==> src/rtl/count_seq_ctrl.sv <==
// Sequencer for a loadable up-counter: runs 0..limit in one-shot or free-run mode,
// with pause, stop/restart and a saturating wrap counter for free-run periods.
module count_seq_ctrl #(
  parameter int WIDTH  = 4,
  parameter int WRAP_W = 8
) (
  input  logic              clk,
  input  logic              rst,
  input  logic              cfg_we,
  input  logic [WIDTH-1:0]  cfg_limit,
  input  logic              cfg_oneshot,
  input  logic              start,
  input  logic              stop,
  input  logic              pause,
  output logic [WIDTH-1:0]  count,
  output logic              busy,
  output logic              done,
  output logic              tc,
  output logic [WRAP_W-1:0] wraps
);

  typedef enum logic [1:0] {
    ST_IDLE = 2'd0,
    ST_RUN  = 2'd1,
    ST_DONE = 2'd2
  } state_t;

  state_t              state_r, state_nx_s;
  logic [WIDTH-1:0]    count_r, count_nx_s;
  logic [WIDTH-1:0]    limit_r, limit_nx_s;
  logic                oneshot_r, oneshot_nx_s;
  logic [WRAP_W-1:0]   wraps_r, wraps_nx_s;
  logic                busy_r, done_r;
  logic                at_limit_s;

  assign at_limit_s = (count_r == limit_r);
  assign tc         = (state_r == ST_RUN) && !pause && at_limit_s;
  assign count      = count_r;
  assign busy       = busy_r;
  assign done       = done_r;
  assign wraps      = wraps_r;

  // State, counter, configuration and status flag registers.
  always_ff @(posedge clk) begin
    if (rst) begin
      state_r   <= ST_IDLE;
      count_r   <= {WIDTH{1'b0}};
      wraps_r   <= {WRAP_W{1'b0}};
      limit_r   <= {WIDTH{1'b1}};
      oneshot_r <= 1'b0;
      busy_r    <= 1'b0;
      done_r    <= 1'b0;
    end else begin
      state_r   <= state_nx_s;
      count_r   <= count_nx_s;
      wraps_r   <= wraps_nx_s;
      limit_r   <= limit_nx_s;
      oneshot_r <= oneshot_nx_s;
      busy_r    <= (state_nx_s == ST_RUN);
      done_r    <= (state_nx_s == ST_DONE);
    end
  end

  // Configuration is only writable outside RUN so a running sequence never changes shape.
  always_comb begin
    limit_nx_s   = limit_r;
    oneshot_nx_s = oneshot_r;
    if (cfg_we && (state_r != ST_RUN)) begin
      limit_nx_s   = cfg_limit;
      oneshot_nx_s = cfg_oneshot;
    end else begin
      limit_nx_s   = limit_r;
      oneshot_nx_s = oneshot_r;
    end
  end

  // Next-state and counter update: stop beats start beats counting.
  always_comb begin
    state_nx_s = state_r;
    count_nx_s = count_r;
    wraps_nx_s = wraps_r;
    if (stop) begin
      state_nx_s = ST_IDLE;
      count_nx_s = {WIDTH{1'b0}};
    end else if (start) begin
      state_nx_s = ST_RUN;
      count_nx_s = {WIDTH{1'b0}};
      wraps_nx_s = {WRAP_W{1'b0}};
    end else begin
      case (state_r)
        ST_RUN: begin
          if (pause) begin
            state_nx_s = ST_RUN;
          end else if (!at_limit_s) begin
            count_nx_s = count_r + WIDTH'(1);
          end else if (oneshot_r) begin
            state_nx_s = ST_DONE;
          end else begin
            count_nx_s = {WIDTH{1'b0}};
            if (wraps_r != {WRAP_W{1'b1}}) begin
              wraps_nx_s = wraps_r + WRAP_W'(1);
            end else begin
              wraps_nx_s = wraps_r;
            end
          end
        end
        ST_IDLE: state_nx_s = ST_IDLE;
        ST_DONE: state_nx_s = ST_DONE;
        default: begin
          state_nx_s = ST_IDLE;
          count_nx_s = {WIDTH{1'b0}};
        end
      endcase
    end
  end

endmodule

==> config.mk <==
export PLATFORM = sky130hd
export DESIGN_NAME = count_seq_ctrl
export DESIGN_NICKNAME = d
export VERILOG_FILES = /design/src/rtl/count_seq_ctrl.sv
export SDC_FILE = /design/constraint.sdc
export NUM_CORES = 1
export LEC_CHECK = 0
export CAP_MARGIN = 20
export CORE_MARGIN = 4
export CORE_UTILIZATION = 40
export DETAILED_ROUTE_END_ITERATION = 12
export PLACE_DENSITY = 0.72
export SLEW_MARGIN = 20
export SYNTH_ARGS = -nofsm -noshare
export SYNTH_HDL_FRONTEND = slang
export SYNTH_SLANG_ARGS = --single-unit
==> constraint.sdc <==
create_clock -name clk -period 3.7 [get_ports clk]
set_input_delay 0.37 -clock clk [delete_from_list [all_inputs] [get_ports clk]]
set_output_delay 0.37 -clock clk [all_outputs]
set_load 0.03 [all_outputs]
==> key figures, run 1 <==
Status
  – Outcome: finished clean

Timing
  – Slew Viols, Final: 0
  – Setup TNS: 0 ns
  – Crit share post-route: 0.714
  – Fmax: 378 MHz
  – Slew HR: 0.620
  – # setup viols final: 0
  – Hold WS: 0.515 ns
  – RSZ-0062 raised after global routing: no
  – Final Skew: 0.0180 ns
  – Min cycle time layout: 2.64 ns
  – Worst Max-Slew Pin Slew: 0.565 ns
  – Setup ws final: 1.06 ns
  – Hold Violations, Final: 0

Pwr
  – Maximum vdd drop: 0.280 mV
  – Tot Pwr: 0.396 mW
  – Pwr Density: 275 nW/µm²
  – Static leakage: 0.476 nW

Global routing
  – Largest net degree at the start of global routing: 20
  – Initial antenna violation count: 0
  – All-layer global routing usage: 0.165
  – Number of global-route vias before repair: 1046
  – First-pass GRT wire length: 4550 µm
  – Grt ovf: 0

Final layout
  – Multi-input logic area: 682 µm²
  – Fillers: 262
  – Ant diodes: 0
  – Synth-to-layout area growth: 26.8%
  – Register area: 420 µm²
  – Final core utilization: 0.527
  – Final net count: 168
  – Design Area, Final: 1440 µm²
  – Fraction of layout cells with a size suffix above 1: 0.0530
  – Finished Layout Cells: 182

Route
  – Routed wire length: 2630 µm
  – Total number of vias: 1058
  – Post-route DRC violation count: 0
  – Routed WL per cell: 14.5 µm
  – Vias per cell: 5.81
  – 1st-pass router iterations: 4
  – Detailed Route Iter0 Violations: 48
  – Routed Antenna Nets: 0

Worst setup path
  – Reg-to-reg startpoint: state_r[1]
  – Crit path from: count[1]
  – Crit path DAT: 2.27 ns
  – Max Fanout on Critical Path: 19
  – CP startpoint kind: flip-flop
  – Crit. End Element: output pin
  – CP Class: reg -> out
  – Req. time, crit path: 3.33 ns

Logic synthesis
  – Ys flop type: dfxtp_1
  – Top cells by area, synth: dfxtp_1 (37%), ha_1 (5.5%), nor2b_1 (3.9%)
  – Gate Count Post-Synth: 125
  – Synth async-reset ratio: 0
  – Count leader, synth: dfxtp_1
  – Number of synthesis warnings: 0
  – Yosys reg bits: 21
  – Synth cell count leaders: dfxtp_1 (21), a21oi_1 (7), nor2b_1 (7), inv_1 (6), nor2_1 (6)
  – EDFF count, synth: 0
  – Yosys top cell area share: 0.370
  – Distinct cells, synth: 40
  – Syn nets: 141
  – Post-synth design cell area: 1140 µm²
  – Synth area leader: dfxtp_1
  – Syn Area/Cell: 9.09 µm²
  – Seq/Total Area, Yosys: 0.370

Die
  – Top Ports: 26
  – Core Area: 2730 µm²
  – Initial cell density of the core: 0.416
  – Num rows: 19
  – Die width: 61.3 µm
  – Die Y: 61.3 µm
  – Die area: 3760 µm²

Job
  – Max-cap violations: 0

Placement
  – Final Wtd Congestion: 0.809
  – Placed Instances: 178
  – Worst slack, placed: 1.35 ns
  – Dpl cell area: 1410 µm²
  – Post-DP HPWL: 2000 µm
  – Port Buffers: 25

CTS
  – Skew-Pair Late Insertion Delay: 0.32 ns
  – CTS resizes: 0
  – Num CTS Buffers: 3
  – Clock Pin Slew Worst Setup and Hold Paths: 0.13 ns
  – Bufs on Longest Clock Path: 2
  – Setup bufs post-CTS: 0
  – H-tree Lvls: 1
  – Clk root buf: clkbuf_4
  – CTS tree: built
  – Post-CTS Hold Buffers: 0
  – Clk sink count: 21

Worst hold path
  – Worst hold path class: reg -> reg
  – Hold Crit Start: wraps[6]
registers in the layout, indices dropped and copies added (netlist names):
signal and flops:
limit_r 4, count 4, done 1, wraps 8, oneshot_r 1, state_r 2
busy 1
report_power, final:
part	switching, mW	internal (mW)
clock network	0.0728	0.0422
registers	0.00388	0.231
logic	0.0222	0.0234
per-layer routing:
| metal | vias to the layer above | GRT usage | routed length (µm) |
|---|---|---|---|
| li1 | 525 | - | - |
| met5 | - | 0 | 0 |
| met1 | 494 | 0.180 | 1040 |
| met3 | 6 | 0.0482 | 184 |
| met4 | 0 | 0.0929 | 59 |
| met2 | 33 | 0.282 | 1350 |
cell type report:
type,instances,area share
Inverter,6,0.0156
Clock buffer,4,0.0182
Tap cell,31,0.0269
Multi-Input combinational cell,95,0.474
Timing Repair Buffer,25,0.174
Sequential cell,21,0.292
worst max-delay path: stages, from the launching register on:
cell and delay [ns]:
dfxtp_1 0.44, xnor2_1 0.18, nand4_2 0.43, nor2_1 0.22
clkdlybuf4s50_1 0.69
placed cells by master (no fill, tap or decap), types with 2 or more instances in the layout:
master	count
o211ai_1	3
o221ai_1	2
mux2i_1	3
xnor2_1	4
nand2_1	5
a211o_1	4
clkbuf_4	3
clkdlybuf4s50_1	25
a21oi_1	7
inv_1	6
nand2b_1	4
dfxtp_1	21
o21a_1	2
or4_1	4
nand3_1	5
nor2b_1	7
and4_1	2
o31ai_1	3
nor2_1	6
ha_1	5
nand4_1	3
a211oi_1	2
nor3_1	5
or3_1	2
logic make-up after synthesis:
group | count (synthesis) | share of synthesized area
flops | 21 | 0.370
simple gates | 52 | 0.290
fa+ha+maj | 5 | 0.0551
mux | 4 | 0.0363
compound gates | 30 | 0.188
xor+xnor | 4 | 0.0308
buf+inv | 9 | 0.0297
final timing paths:
| check | cells after the start | slack (ns) | to |
|---|---|---|---|
| worst max-delay path | 4 | 1.06 | tc |
| worst min-delay path | 2 | 0.52 | wraps[6] |
| worst max register to register | 6 | 1.80 | wraps[1] |
| worst min register to register | 2 | 0.52 | wraps[6] |
(Power assumes the default switching activity.)
==> inputs of run 2 (changes only) <==
PLACE_DENSITY = 0.75   (was 0.72)
clock period = 2.3 ns   (was 3.7 ns; I/O delays follow)
==> key figures, run 2 (same netlist as run 1, synthesis figures left out) <==
Worst setup path
  – Worst R2R End: wraps[4]
  – Critical path, cell by cell: inv_1 > ha_1 > or2b_1 > nor2_1 > dlygate4sd2_1
  – Reg-to-reg slack, setup: 0.41 ns
  – CP startpoint kind: flip-flop
  – CP Class: reg -> out
  – Crit. End Element: output pin
  – Crit path DAT: 1.81 ns
  – Largest delay contributor family on the critical path: buffers and inverters
  – Worst-path cell with the longest stage delay: dlygate4sd2_1
  – Critical path's largest stage delay: 0.40 ns
  – Worst R2R Path Depth: 6
  – Reg-to-reg startpoint: state_r[1]
  – Max Fanout on Critical Path: 8
  – Req. time, crit path: 2.07 ns
  – Buffers & Inverters on Critical Path: 2

CTS
  – CTS tree: built
  – H-tree Lvls: 1
  – Skew-Pair Late Insertion Delay: 0.31 ns
  – Bufs on Longest Clock Path: 2
  – Clk root buf: clkbuf_4
  – Clk sink count: 21
  – Clock Pin Slew Worst Setup and Hold Paths: 0.12 ns
  – Num CTS Buffers: 3

Worst hold path
  – Hold EP: limit_r[0]
  – Worst hold path class: in -> reg
  – Hold Crit Start: cfg_limit[0]
  – Hold Path Stages: 2

Global routing
  – Largest net degree at the start of global routing: 19
  – Number of global-route vias before repair: 1034
  – Grt ovf: 0
  – Initial antenna violation count: 0
  – All-layer global routing usage: 0.158
  – First-pass GRT wire length: 4350 µm

Final layout
  – Final core utilization: 0.535
  – Final net count: 171
  – Commonest non-fill, non-tap cell in the layout: clkdlybuf4s50_1
  – Finished Layout Cells: 185
  – Most frequent cells in the layout: clkdlybuf4s50_1 (24), dfxtp_1 (21), a21oi_1 (7), nor2b_1 (7)
  – Max FFs per register: 8
  – Ant diodes: 0
  – Fraction of layout cells with a size suffix above 1: 0.0779
  – Synth-to-layout area growth: 28.7%

Timing
  – Worst Max-Slew Pin Slew: 0.386 ns
  – Setup TNS: 0 ns
  – Slew Viols, Final: 0
  – Crit share post-route: 0.887
  – Fmax: 490 MHz
  – # setup viols final: 0
  – Final Skew: 0.00148 ns
  – RSZ-0062 raised after global routing: no
  – Min cycle time layout: 2.04 ns
  – Hold Violations, Final: 0
  – Slew HR: 0.740
  – Hold WS: 0.499 ns

Job
  – Max-cap violations: 0

Die
  – Initial cell density of the core: 0.416
  – Die width: 61.3 µm
  – Num rows: 19
  – Die Y: 61.3 µm
  – Top Ports: 26
  – Core Area: 2730 µm²
  – Die area: 3760 µm²

Route
  – 1st-pass router iterations: 6
  – Total number of vias: 1038
  – Vias per cell: 5.61
  – Detailed Route Iter0 Violations: 28
  – Routed Antenna Nets: 0
  – Routed wire length: 2620 µm
  – Routed WL per cell: 14.1 µm
  – Post-route DRC violation count: 0

Placement
  – Final Wtd Congestion: 0.903
  – Placed Instances: 181
  – Post-DP HPWL: 2010 µm
  – Port Buffers: 25

Pwr
  – Pwr Density: 435 nW/µm²
  – Tot Pwr: 0.636 mW
  – Maximum vdd drop: 0.324 mV
  – Static leakage: 0.498 nW

Status
  – Outcome: finished clean
run 2: worst max-delay path by stage:
stage / from / endpoint / slack, ns / cells past startpoint
2_1_floorplan: count[2] / tc / 0.44 / 4
4_1_cts: state_r[1] / tc / 0.23 / 5
3_5_place_dp: pause / tc / 0.26 / 4
3_3_place_gp: pause / tc / 0.29 / 4
6_report: state_r[1] / tc / 0.26 / 5
5_1_grt: state_r[1] / tc / 0.11 / 5
run 2: through the flow:
| step | area [µm²] | setup WS, ns |
|---|---|---|
| after floorplan | 1140 | 0.438 |
| final | 1460 | 0.259 |
| after global placement | 1440 | 0.286 |
| after detailed placement | 1440 | 0.257 |
| after global routing | 1460 | 0.109 |
| after CTS | 1460 | 0.232 |
run 2: power by group:
part | internal [mW] | total [mW] | leakage, nW | switching [mW]
sequential | 0.372 | 0.378 | 0.171 | 0.00664
clock | 0.0651 | 0.182 | 0.0177 | 0.117
combinational | 0.0398 | 0.0756 | 0.309 | 0.0358
total | 0.477 | 0.636 | 0.498 | 0.160
run 2: routing by layer:
layer  GRT usage  vias to the layer above  part of all wire
li1            -                      532                 -
met1       0.170                      479              0.42
met2       0.284                       22              0.52
met3      0.0524                        5             0.052
met4      0.0619                        0             0.015
met5           0                        -                 0
run 2: repair_timing:
action                     4_1_cts  5_1_grt
hold buffers                     0        0
gates resized for setup          1        0
buffers inserted                 0        0
setup endpoints to repair        1        0
run 2: cell type report:
class	count	area (µm²)
Clock buffer	3	22.5
Clock inverter	1	5.00
Fill cell	266	1270
Inverter	6	22.5
Multi-Input combinational cell	95	682
Sequential cell	21	420
Tap cell	31	38.8
Timing Repair Buffer	28	272
==> inputs of run 3 (changes only) <==
DONT_BUFFER_PORTS = 1   (was unset)
PLACE_DENSITY = 0.62   (was 0.75)
==> key figures, run 3 (same netlist as run 1, synthesis figures left out) <==
Status
  – Outcome: finished clean

Global routing
  – All-layer global routing usage: 0.149
  – Number of global-route vias before repair: 900
  – Largest net degree at the start of global routing: 20
  – Grt ovf: 0
  – Initial antenna violation count: 0
  – First-pass GRT wire length: 4080 µm

Worst setup path
  – Crit. End Element: output pin
  – Worst R2R End: wraps[4]
  – Req. time, crit path: 2.07 ns
  – Reg-to-reg slack, setup: 0.42 ns
  – CP Class: reg -> out
  – Reg-to-reg startpoint: state_r[1]
  – Max Fanout on Critical Path: 19
  – Crit path DAT: 1.66 ns
  – Worst R2R Path Depth: 6
  – CP startpoint kind: flip-flop

Die
  – Core Area: 2730 µm²
  – Die area: 3760 µm²
  – Die width: 61.3 µm
  – Initial cell density of the core: 0.416
  – Die Y: 61.3 µm
  – Top Ports: 26
  – Num rows: 19

CTS
  – Clk sink count: 21
  – H-tree Lvls: 1
  – Clk root buf: clkbuf_4
  – Bufs on Longest Clock Path: 2
  – Setup bufs post-CTS: 0
  – Skew-Pair Late Insertion Delay: 0.31 ns
  – CTS tree: built
  – Num CTS Buffers: 3
  – Clock Pin Slew Worst Setup and Hold Paths: 0.12 ns

Placement
  – Port Buffers: 0
  – Final Wtd Congestion: 0.790
  – Post-DP HPWL: 1900 µm
  – Dpl cell area: 1210 µm²
  – Worst slack, placed: 0.432 ns

Timing
  – Hold Violations, Final: 0
  – Min cycle time layout: 1.89 ns
  – Final Skew: 0.0154 ns
  – Slew Viols, Final: 0
  – Worst Max-Slew Pin Slew: 0.552 ns
  – Fmax: 528 MHz
  – Setup ws final: 0.407 ns
  – Slew HR: 0.629
  – RSZ-0062 raised after global routing: no
  – Setup TNS: 0 ns
  – Crit share post-route: 0.823
  – # setup viols final: 0

Final layout
  – Design Area, Final: 1250 µm²
  – Final net count: 151
  – Most frequent cells in the layout: dfxtp_1 (21), a21oi_1 (7), nor2b_1 (7)
  – Max FFs per register: 8
  – Fraction of layout cells with a size suffix above 1: 0.104
  – Final core utilization: 0.459
  – Ant diodes: 0
  – Synth-to-layout area growth: 10.5%
  – Commonest non-fill, non-tap cell in the layout: dfxtp_1

Route
  – Vias per cell: 5.92
  – Routed wire length: 2590 µm
  – Routed Antenna Nets: 0
  – Detailed Route Iter0 Violations: 42
  – Post-route DRC violation count: 0
  – Total number of vias: 977
  – 1st-pass router iterations: 4
  – Routed WL per cell: 15.7 µm

Worst hold path
  – Worst hold path class: in -> reg
  – Hold EP: limit_r[1]
  – Hold Path Stages: 1
  – Hold Crit Start: rst

Pwr
  – Static leakage: 0.427 nW
  – Maximum vdd drop: 0.379 mV
  – Pwr Density: 485 nW/µm²

Job
  – Max-cap violations: 0
-- run 3: metal layers --
metal  global-route usage  share of wire  up-vias
met5                    0              0        -
met4               0.0464         0.0066        0
met3               0.0608          0.067        2
met2                0.258           0.51       21
met1                0.166           0.41      464
li1                     -              -      490
-- run 3: power by group --
part | leakage [nW] | switching, mW | internal, mW | total, mW
registers | 0.171 | 0.00855 | 0.372 | 0.380
clock network | 0.0150 | 0.111 | 0.0676 | 0.178
logic | 0.241 | 0.0253 | 0.0244 | 0.0497
-- run 3: how the worst max path moves through the flow --
stage / cells past startpoint / slack, ns / startpoint / end
finish: 4 / 0.41 / count[1] / tc
global route: 4 / 0.20 / count[1] / tc
CTS: 4 / 0.39 / count[1] / tc
detailed placement: 6 / 0.43 / state_r[1] / wraps[1]
global placement: 6 / 0.53 / state_r[1] / wraps[4]
floorplan: 4 / 0.44 / count[2] / tc
-- run 3: repair_timing --
action                    in CTS  in global routing
hold buffers                   1                  1
hold endpoints to repair       6                  1
gates resized for setup        0                  0
-- run 3: critical path, cell delays in order, from the launching register on --
cell,delay [ns]
dfxtp_1,0.35
xnor2_1,0.21
nand4_2,0.40
nor2_1,0.22
buf_4,0.18
-- run 3: area by class of cell --
| type | count | area (µm²) |
|---|---|---|
| fillers | 278 | 1480 |
| multi-input cells | 95 | 682 |
| flip-flops and latches | 21 | 420 |
| clock buffers | 4 | 26.3 |
| repair buffers | 8 | 65.1 |
| well taps | 31 | 38.8 |
| inverters | 6 | 22.5 |
-- run 3: per-stage QoR --
stage,power (mW),hold WS (ns),cells
after floorplan,0.428,0.348,125
after global placement,0.431,0.304,159
after detailed placement,0.433,0.307,159
after CTS,0.616,0.00837,164
after global routing,0.639,0.0151,165
final,0.608,0.0267,165
